### config.mk
export PLATFORM = sky130hd
export DESIGN_NAME = uart_bus_master
export DESIGN_NICKNAME = d
export VERILOG_FILES = /design/src/rtl/uart_bus_master.sv
export SDC_FILE = /design/constraint.sdc
export NUM_CORES = 1
export LEC_CHECK = 0
export ABC_AREA = 1
export BUFFER_PORTS_ARGS = -buffer_cell sky130_fd_sc_hd__buf_2
export CAP_MARGIN = 10
export CELL_PAD_IN_SITES_DETAIL_PLACEMENT = 1
export CELL_PAD_IN_SITES_GLOBAL_PLACEMENT = 1
export CORE_UTILIZATION = 41
export CTS_CLUSTER_DIAMETER = 120
export DETAILED_ROUTE_END_ITERATION = 16
export HOLD_SLACK_MARGIN = 0.06
export PLACE_DENSITY_LB_ADDON = 0.1
export REMOVE_ABC_BUFFERS = 1
export SLEW_MARGIN = 20
export SYNTH_ARGS = -nofsm -noshare
export SYNTH_HDL_FRONTEND = slang
export SYNTH_SLANG_ARGS = --single-unit
### constraint.sdc
create_clock -name clk -period 2 [get_ports clk]
set_input_delay 0.4 -clock clk [delete_from_list [all_inputs] [get_ports clk]]
set_output_delay 0.4 -clock clk [all_outputs]
set_load 0.01 [all_outputs]
### src/rtl/uart_bus_master.sv
// Byte-stream command bridge: decodes R/W frames from a UART receiver and
// replays them as single transfers on the SoC valid/ready bus, replying via a UART transmitter.
module uart_bus_master #(
    parameter int unsigned TIMEOUT_CYCLES = 1_000_000,
    parameter logic [7:0]  CMD_READ       = 8'h52,
    parameter logic [7:0]  CMD_WRITE      = 8'h57,
    parameter logic [7:0]  ACK_BYTE       = 8'h06,
    parameter logic [7:0]  NAK_BYTE       = 8'h15
) (
    input  logic        clk,
    input  logic        resetn,
    input  logic [7:0]  rx_data,
    input  logic        rx_valid,
    output logic [7:0]  tx_data,
    output logic        tx_valid,
    input  logic        tx_ready,
    output logic        mem_valid,
    input  logic        mem_ready,
    output logic [31:0] mem_addr,
    output logic [31:0] mem_wdata,
    output logic [3:0]  mem_wstrb,
    input  logic [31:0] mem_rdata,
    output logic        busy,
    output logic        rx_overrun,
    output logic        timeout_err
);

    localparam int unsigned CW = $clog2(TIMEOUT_CYCLES + 1);
    localparam logic [CW-1:0] TMO_LAST = CW'(TIMEOUT_CYCLES - 1);

    typedef enum logic [2:0] {
        S_IDLE,
        S_ADDR,
        S_DATA,
        S_BUS,
        S_RESP
    } state_t;

    typedef enum logic [1:0] {
        RSP_ACK,
        RSP_NAK,
        RSP_READ
    } resp_t;

    state_t        r_state;
    state_t        w_next;
    resp_t         r_resp;
    logic          r_is_write;
    logic [1:0]    r_idx;
    logic [31:0]   r_addr;
    logic [31:0]   r_wdata;
    logic [31:0]   r_rdata;
    logic [CW-1:0] r_tmo_cnt;
    logic          r_overrun;
    logic          r_timeout;

    logic          w_op_write;
    logic          w_op_known;
    logic          w_in_frame;
    logic          w_tmo_fire;
    logic          w_field_last;
    logic          w_resp_last;
    logic [7:0]    w_tx_byte;

    assign w_op_write   = (rx_data == CMD_WRITE);
    assign w_op_known   = w_op_write || (rx_data == CMD_READ);
    assign w_in_frame   = (r_state == S_ADDR) || (r_state == S_DATA);
    // Counter holds the number of silent cycles already elapsed; firing wins over a same-cycle byte.
    assign w_tmo_fire   = w_in_frame && (r_tmo_cnt == TMO_LAST);
    assign w_field_last = (r_idx == 2'd3);
    assign w_resp_last  = (r_resp == RSP_READ) ? w_field_last : 1'b1;

    assign mem_addr    = r_addr;
    assign mem_wdata   = r_wdata;
    assign rx_overrun  = r_overrun;
    assign timeout_err = r_timeout;

    always_comb begin
        w_tx_byte = NAK_BYTE;
        case (r_resp)
            RSP_ACK:  w_tx_byte = ACK_BYTE;
            RSP_NAK:  w_tx_byte = NAK_BYTE;
            RSP_READ: begin
                case (r_idx)
                    2'd0:    w_tx_byte = r_rdata[7:0];
                    2'd1:    w_tx_byte = r_rdata[15:8];
                    2'd2:    w_tx_byte = r_rdata[23:16];
                    default: w_tx_byte = r_rdata[31:24];
                endcase
            end
            default:  w_tx_byte = NAK_BYTE;
        endcase
    end

    always_ff @(posedge clk or negedge resetn) begin
        if (!resetn) begin
            r_state <= S_IDLE;
        end else begin
            r_state <= w_next;
        end
    end

    always_comb begin
        w_next    = r_state;
        mem_valid = 1'b0;
        mem_wstrb = '0;
        tx_valid  = 1'b0;
        tx_data   = '0;
        busy      = (r_state != S_IDLE);
        case (r_state)
            S_IDLE: begin
                if (rx_valid) begin
                    w_next = w_op_known ? S_ADDR : S_RESP;
                end
            end
            S_ADDR: begin
                if (w_tmo_fire) begin
                    w_next = S_IDLE;
                end else if (rx_valid && w_field_last) begin
                    w_next = r_is_write ? S_DATA : S_BUS;
                end
            end
            S_DATA: begin
                if (w_tmo_fire) begin
                    w_next = S_IDLE;
                end else if (rx_valid && w_field_last) begin
                    w_next = S_BUS;
                end
            end
            S_BUS: begin
                mem_valid = 1'b1;
                mem_wstrb = r_is_write ? 4'hF : 4'h0;
                if (mem_ready) begin
                    w_next = S_RESP;
                end
            end
            S_RESP: begin
                tx_valid = 1'b1;
                tx_data  = w_tx_byte;
                if (tx_ready && w_resp_last) begin
                    w_next = S_IDLE;
                end
            end
            default: w_next = S_IDLE;
        endcase
    end

    always_ff @(posedge clk or negedge resetn) begin
        if (!resetn) begin
            r_resp     <= RSP_NAK;
            r_is_write <= 1'b0;
            r_idx      <= '0;
            r_addr     <= '0;
            r_wdata    <= '0;
            r_rdata    <= '0;
            r_tmo_cnt  <= '0;
            r_overrun  <= 1'b0;
            r_timeout  <= 1'b0;
        end else begin
            r_overrun <= rx_valid && ((r_state == S_BUS) || (r_state == S_RESP));
            r_timeout <= w_tmo_fire;

            if (w_in_frame && !rx_valid && !w_tmo_fire) begin
                r_tmo_cnt <= r_tmo_cnt + CW'(1);
            end else begin
                r_tmo_cnt <= '0;
            end

            case (r_state)
                S_IDLE: begin
                    r_idx <= '0;
                    if (rx_valid) begin
                        r_is_write <= w_op_write;
                        if (!w_op_known) begin
                            r_resp <= RSP_NAK;
                        end else if (w_op_write) begin
                            r_resp <= RSP_ACK;
                        end else begin
                            r_resp <= RSP_READ;
                        end
                    end
                end
                S_ADDR: begin
                    if (w_tmo_fire) begin
                        r_idx <= '0;
                    end else if (rx_valid) begin
                        r_addr <= {rx_data, r_addr[31:8]};
                        r_idx  <= r_idx + 2'd1;
                    end
                end
                S_DATA: begin
                    if (w_tmo_fire) begin
                        r_idx <= '0;
                    end else if (rx_valid) begin
                        r_wdata <= {rx_data, r_wdata[31:8]};
                        r_idx   <= r_idx + 2'd1;
                    end
                end
                S_BUS: begin
                    r_idx <= '0;
                    if (mem_ready) begin
                        r_rdata <= mem_rdata;
                    end
                end
                S_RESP: begin
                    if (tx_ready) begin
                        r_idx <= w_resp_last ? 2'd0 : r_idx + 2'd1;
                    end
                end
                default: r_idx <= '0;
            endcase
        end
    end

endmodule

After elaboration in Yosys (flattened, before gate mapping). Cells that the tools add are included.

Logic and storage cells: 79. Flip-flop bits (word level): 126. Input bits: 45.

Equality and inequality tests: 18. Multiplexer cells: 26. Reductions and logical operators: 22. Add/sub/neg operators: 2. Bitwise operators: 1.

Operators with widths (count): $mux W3 (8); $pmux W8 S3 (1); $add A20 B1 Y20 const B (1); $eq A20 B20 Y1 const B (1); $mux W20 (1); $eq A8 B7 Y1 const B (2); $pmux W8 S2 (1); $pmux W3 S5 (1); $mux W2 (6); $mux W4 (2); $mux W8 (1); $ne A2 B2 Y1 const B (4); $eq A2 B2 Y1 const B (3); $eq A3 B2 Y1 const B (2); $logic_and A1 B1 Y1 (6); $ne A3 B2 Y1 const B (2); $reduce_and A2 Y1 (3); $reduce_and A3 Y1 (2); $reduce_and A5 Y1 (1); $logic_not A2 Y1 (2); $mux W1 (4); $pmux W2 S2 (1); $eq A3 B1 Y1 const B (1); $eq A3 B3 Y1 const B (1); other kinds (9) (12).

Depth between registers and ports, before layout. Gate-level depths: netlist of the first run.

Depth in word-level cells: 6. Mapped depth: 11. Gate-level depth less buffers: 10.

Worst setup path after synthesis of the first run. No wires, ideal clock.

Path kind: reg2out. Start point: reg r_idx[0]. End point: out tx_data[1]. Path buffers: 1. Stages on the path, launching flop included: 8. Arrival time: 1.384 ns. Setup slack: 0.216 ns. Required time: 1.600 ns. Path through: dfrtp_1 -> inv_1 -> ha_1 -> clkbuf_1 -> nand2_1 -> nand3_1 -> nand2_1 -> a211oi_1.

Cells in the longest elaborated chain, start to end: 4. Elaborated cells on any way between the ends: 6. Those cells by class: eq/ne (2); mux (3); reduce/logical (1).

RTL lines: from (decl) (line 49) `logic [1:0] r_idx;`; from (signal assigned) (line 188) `r_idx <= r_idx + 2'd1;`; from (signal assigned) (line 196) `r_idx <= r_idx + 2'd1;`; from (signal assigned) (line 207) `r_idx <= w_resp_last ? 2'd0 : r_idx + 2'd1;`; $eq A2 B2 Y1 (tied with other cells) (line 84) `case (r_idx)`; $pmux W8 S3 * (line 84); $pmux W8 S2 * (line 80) `case (r_resp)`; $mux W8 * (line 110) `case (r_state)`; to (decl) (line 14) `output logic [7:0] tx_data,`.

Every way passes the cells marked *; elsewhere a longest branch is shown, timed or not.

Worst setup path after layout of the first run.
Start point: reg r_idx[1]. End point: out tx_data[4].

Same word-level chain as after synthesis.

==> flow_metrics.tcl, run 1 <==
set metrics [dict create \
    status "finished, violations left" \
    failed_checks "setup timing" \
    switching_power_uw 2040 \
    cts_tree "yes" \
    critPathMaxFanout 4 \
    synthCells 671 \
    start_kind "flop" \
    fin_crit_sh 1.11 \
    fp.dieH_um 123 \
    final_nets 863 \
    combinationalPowerShare 0.146 \
    ir_drop_mv 0.659 \
    netlist_area_um2 5960 \
    htreeDepth 4 \
    synth_flop_cell "dfrtp_1" \
    start_util 0.424 \
    clockPowerShare 0.451 \
    grt-ovfl-total 0 \
    die_area_um2 15000 \
    worstRegToRegCells 10 \
    viasPerCell 5.15 \
    netlist.area_leader.share 0.525 \
    cts-buffers-inserted 17 \
    regArea_um2 3160 \
    drv_cap 0 \
    intPower_uw 5270 \
    ys_seq_area_frac 0.529 \
    grt_pass1_vias 5548 \
    grt_pass1_wl_um 27800 \
    relSlewSlack 0.635 \
    drt-initial-drc-count 209 \
    slew_violations 0 \
    cp-startpoint "r_idx[1]" \
    worstPathArrival_ns 1.83 \
    drc 0 \
    power_leakage_uw 0.00420 \
    grt_max_degree 70 \
    antenna_cells 0 \
    synth_common_cells "nand2_1 (204), dfrtp_1 (125), o21ai_0 (63)" \
    area_delta_synth_final_pct 29.2 \
    dp_hpwl_um 11500 \
    synth_cell_types 36 \
    finalClockSkew_ns 0.00854 \
    final_cells 1006 \
    syn_avg_cell_area_um2 8.88 \
    coreArea_um2 14000 \
    final_core_util 0.548 \
    clockRootBuffer "clkbuf_16" \
    fill_cells 1689 \
    final.setup.tns_ns -1.26 \
    worst_slack_ns -0.225 \
    routed_wl_um 17200 \
    synth_top_area_cell "dfrtp_1" \
    powerDensity_nw_per_um2 949 \
    ys_warn_count 0 \
    ios 126 \
    hp-class "in -> reg" \
    synth_seq_cells 126 \
    drive_gt1_frac 0.317 \
    pwr-share-seq 0.403 \
    rsz0062_at_grt "yes" \
    switching_share 0.279 \
    synthArstFlopShare 1.00 \
    cts.sink_count 126 \
    synth_edf_count 0 \
    multiInputGateArea_um2 2540 \
    setup_viol 8 \
    ant_nets 0 \
    max_slew.worst_pin.slew_ns 0.547 \
    placed_cells 961 \
    vias 5182 \
    period_needed_ns 2.23 \
    cp.required_ns 1.60 \
    r2r_end "mem_addr[10]" \
    r2r_start "r_state[2]" \
    clock.fmax_mhz 449 \
    r2r_setup_slack_ns 0.17 \
    worstSetupEndpointType "output pin" \
    yosysMostFrequentCell "nand2_1" \
    report.final.hold_viol_count 0 \
    wl_per_cell_um 17.1 \
    port_buffers 125 \
    clk_pin_slew_ns 0.05 \
    clock_latency_ns 0.42 \
    antenna_found_initial 0 \
    path_class "reg -> out" \
    grt_usage 0.240 \
    cts.path.max_buffers 2 \
    total_power_uw 7310 \
    routabilityCongestion 0.851 \
    chipWidth_um 123 \
    dr.pass1.iters 4 \
    cp-endpoint "tx_data[4]" \
    ys_top_cells_by_area "dfrtp_1 (52%), nand2_1 (13%), o21ai_0 (5.3%)" \
    fp-row-count 43 \
]
## flip-flops by register name, summed over array words and instances, names as in the netlist
register and flops:
mem_wdata 32, r_rdata 32, r_resp 2, r_state 3
r_idx 2, r_tmo_cnt 20, timeout_err 1, rx_overrun 1
mem_addr 32, r_is_write 1
## worst max-delay path, stage by stage (launching register included)
cell and delay (ns):
dfrtp_2 0.44, buf_6 0.13, ha_4 0.16, buf_6 0.12, a22o_1 0.17, a21oi_1 0.12, a21oi_1 0.10, buf_2 0.16
## metrics by stage
step                      area, µm²  hold WS, ns  setup slack, ns
final                          7700        0.193           -0.225
after global routing           7700        0.185           -0.300
after CTS                      7590        0.181           -0.231
after detailed placement       6790        0.376            0.114
after global placement         6790        0.374            0.145
after floorplan                5760        0.104           -0.356
## what timing repair did
item | in CTS | in global routing
hold buffers | 1 | 0
gates resized for setup | 29 | 16
buffers inserted | 7 | 4
hold endpoints to repair | 45 | 0
gates cloned | 0 | 2
pin swaps | 6 | 6
endpoints found under the setup margin | 12 | 29
## cell families (layout without fill, tap and decap cells)
kind of cell    after synthesis  after routing  synth area share
simple gates                323            325             0.237
flops                       126            126             0.529
compound gates               97             97            0.0869
buf+inv                      81            234            0.0657
mux                          32             32            0.0605
xor+xnor                      7              7            0.0103
fa+ha+maj                     5              5            0.0105
## layout by cell type, fill, tap and decap left out, types with 12 or more instances in the layout
| cell | n |
|---|---|
| inv_1 | 37 |
| nand3_1 | 21 |
| buf_6 | 13 |
| nand2_2 | 14 |
| buf_4 | 12 |
| dfrtp_1 | 123 |
| a21oi_1 | 12 |
| mux2_2 | 21 |
| nor3_1 | 15 |
| nor2_1 | 49 |
| nand2_1 | 201 |
| o21ai_0 | 62 |
| clkbuf_16 | 17 |
| buf_2 | 120 |
## power by group through the flow
stage               clock network [µW]  logic [µW]  registers (µW)
floorplan                            0         399            3010
global placement                     0         972            2970
detailed placement                   0        1000            2980
CTS                               3340        1060            2940
global route                      3460        1190            2970
finish                            3300        1060            2950
## how the worst min path moves through the flow
stage / from / to / slack, ns / cells after the start
3_5_place_dp: resetn / r_tmo_cnt[16] / 0.38 / 1
6_report: mem_rdata[13] / r_rdata[13] / 0.19 / 2
3_3_place_gp: resetn / r_tmo_cnt[16] / 0.37 / 1
5_1_grt: mem_rdata[13] / r_rdata[13] / 0.19 / 2
4_1_cts: mem_rdata[13] / r_rdata[13] / 0.18 / 2
2_1_floorplan: resetn / mem_addr[0] / 0.10 / 0
## layer usage
layer  GRT usage  routed length, µm  share of wire  vias to the layer above
met1       0.275               7060           0.41                     2598
met4      0.0724                238          0.014                        0
met3      0.0697                788          0.046                       29
met5           0                  0              0                        -
met2       0.428               9070           0.53                      104
li1            -                  -              -                     2451
## area by class of cell
class | count | share of cell area
Clock inverter | 14 | 0.0245
Tap cell | 180 | 0.0293
Sequential cell | 126 | 0.410
Multi-Input combinational cell | 466 | 0.331
Inverter | 51 | 0.0255
Timing Repair Buffer | 151 | 0.123
Clock buffer | 18 | 0.0570
Power figures use the tool's default switching activity.
==> run 2: changes to the inputs <==
- CORE_UTILIZATION: 41 -> 42
- CTS_BUF_LIST: unset -> sky130_fd_sc_hd__clkbuf_4 sky130_fd_sc_hd__clkbuf_8
==> run 2 against run 1 <==
  * The flow still finishes with violations (setup timing)
  * Global-route usage decreased by 0.91 points
  * Register-to-register slack got worse by 0.02 ns
  * Flip-flop and latch count unchanged
  * Combinational power increased by 14%
  * Via count decreased by 0.64%
  * Utilization decreased by 0.30 points
  * Sequential power about the same
  * First-iteration DRC count decreased by 5.3%
  * Setup slack improved by 0.028 ns
  * Final cell count increased by 0.60%
  * Critical path type unchanged
  * Critical endpoint is now tx_data[0]
  * Largest power group is now sequential cells
==> flow_metrics.tcl, run 2 (synthesis results as in run 1) <==
set metrics [dict create \
    ir_drop_mv 0.501 \
    cts_tree "yes" \
    clockRootBuffer "clkbuf_8" \
    grt_pass1_vias 5351 \
    failed_checks "setup timing" \
    viasPerCell 5.09 \
    wl_met2_um 8370 \
    regArea_um2 3160 \
    finalClockSkew_ns 0.0124 \
    chipWidth_um 121 \
    powerDensity_nw_per_um2 814 \
    area_delta_synth_final_pct 27.0 \
    cp.required_ns 1.60 \
    cts.path.max_buffers 2 \
    report.final.hold_viol_count 0 \
    dr.pass1.iters 4 \
    grt_usage 0.231 \
    wl_per_cell_um 16.3 \
    start_util 0.429 \
    vias 5149 \
    layout_commonest_cell "nand2_1" \
    fin_crit_sh 1.10 \
    clock_latency_ns 0.45 \
    multiInputGateArea_um2 2610 \
    relSlewSlack 0.634 \
    r2r_start "r_resp[0]" \
    antenna_found_initial 0 \
    status "finished, violations left" \
    fp.dieH_um 121 \
    power_leakage_uw 0.00416 \
    worstPathArrival_ns 1.80 \
    drt-initial-drc-count 198 \
    port_buffers 125 \
    cp-startpoint "r_idx[0]" \
    placed_cells 963 \
    setup_viol 8 \
    drive_gt1_frac 0.341 \
    routabilityCongestion 0.844 \
    start_kind "flop" \
    ios 126 \
    htreeDepth 4 \
    grt-ovfl-total 0 \
    rsz0062_at_grt "yes" \
    critPathMaxFanout 4 \
    antenna_cells 0 \
    path_class "reg -> out" \
    worstSetupEndpointType "output pin" \
    max_slew.worst_pin.slew_ns 0.550 \
    cts-buffers-inserted 17 \
    coreArea_um2 13900 \
    slew_violations 0 \
    period_needed_ns 2.20 \
    dr.max_layer_used "met4" \
    grt_max_degree 56 \
    hp-class "in -> reg" \
    cts.sink_count 126 \
    final_cell_mix "nand2_1 (192), dfrtp_1 (122), buf_2 (119)" \
    routed_wl_um 16500 \
    total_power_uw 6160 \
    drc 0 \
    dp_hpwl_um 11100 \
    grt_pass1_wl_um 26300 \
    wl_met1_um 7030 \
    fill_cells 1686 \
    ant_nets 0 \
    hold_start "mem_rdata[13]" \
    drv_cap 0 \
    die_area_um2 14700 \
    worst_slack_ns -0.197 \
    fp-row-count 43 \
    met3WireLength_um 875 \
    clk_pin_slew_ns 0.07 \
    final_nets 872 \
    final_cells 1012 \
    clock.fmax_mhz 455 \
]
## run 2: cell count changes in the layout (fill, tap and decap cells not counted), moves of 3 or more
cell       before  now
clkbuf_8        1   19
clkbuf_16      17    0
buf_4          12   22
nand2_1       201  192
nand2_2        14   21
a21oi_1        12    9
bufinv_16       4    1
clkbuf_4        0    3
## run 2: through the flow
stage          worst slack, ns  setup TNS, ns  cell area (µm²)  hold slack, ns   util
2_1_floorplan           -0.356          -4.37             5760           0.104      -
3_3_place_gp             0.164              0             6790           0.404  0.489
3_5_place_dp            0.0651              0             6790           0.404  0.489
4_1_cts                 -0.210          -1.56             7380           0.133  0.531
5_1_grt                 -0.289          -2.52             7570           0.152  0.545
6_report                -0.197          -1.32             7570           0.173  0.545
## run 2: worst max-delay path: stages (launching register included)
cell and delay, ns:
dfrtp_2 0.45, inv_4 0.10, ha_4 0.17, buf_6 0.10
a22o_1 0.13, a21oi_1 0.05, a21oi_1 0.18, buf_2 0.17
## run 2: layout make-up
type                       instances  share of cell area
clock inverter                     7             0.00876
inverter                          51              0.0266
clock buffer                      22              0.0375
timing repair buffer             161               0.136
tap                              180              0.0298
multi-input combinational        465               0.344
sequential                       126               0.417
## run 2: per-layer routing
metal,up-vias,track usage
met5,-,0
met2,101,0.387
met4,0,0.0710
met3,17,0.0747
li1,2463,-
met1,2568,0.281
## run 2: where the power goes
part	total (µW)	leakage (µW)	switching (µW)	internal [µW]
clock	2020	0.000184	962	1060
sequential	2930	0.00173	177	2750
combinational	1210	0.00225	712	495
total	6160	0.00416	1850	4310
## run 2: what timing repair did
item | 4_1_cts | 5_1_grt
gates resized for setup | 39 | 28
pin swaps | 6 | 10
setup endpoints to repair | 12 | 33
gates cloned | 0 | 1
hold buffers | 1 | 0
endpoints found under the hold margin | 51 | 0
setup buffers | 11 | 7
## run 2: final timing paths
| check | cells past startpoint | endpoint | slack [ns] |
|---|---|---|---|
| setup / recovery | 7 | tx_data[0] | -0.20 |
| hold / removal | 2 | r_rdata[13] | 0.17 |
| setup reg to reg | 9 | r_state[1] | 0.15 |
| hold reg to reg | 1 | r_tmo_cnt[0] | 0.48 |
| max in group asynchronous | 3 | r_tmo_cnt[1] | 0.86 |
| min in group asynchronous | 2 | r_tmo_cnt[10] | 0.48 |
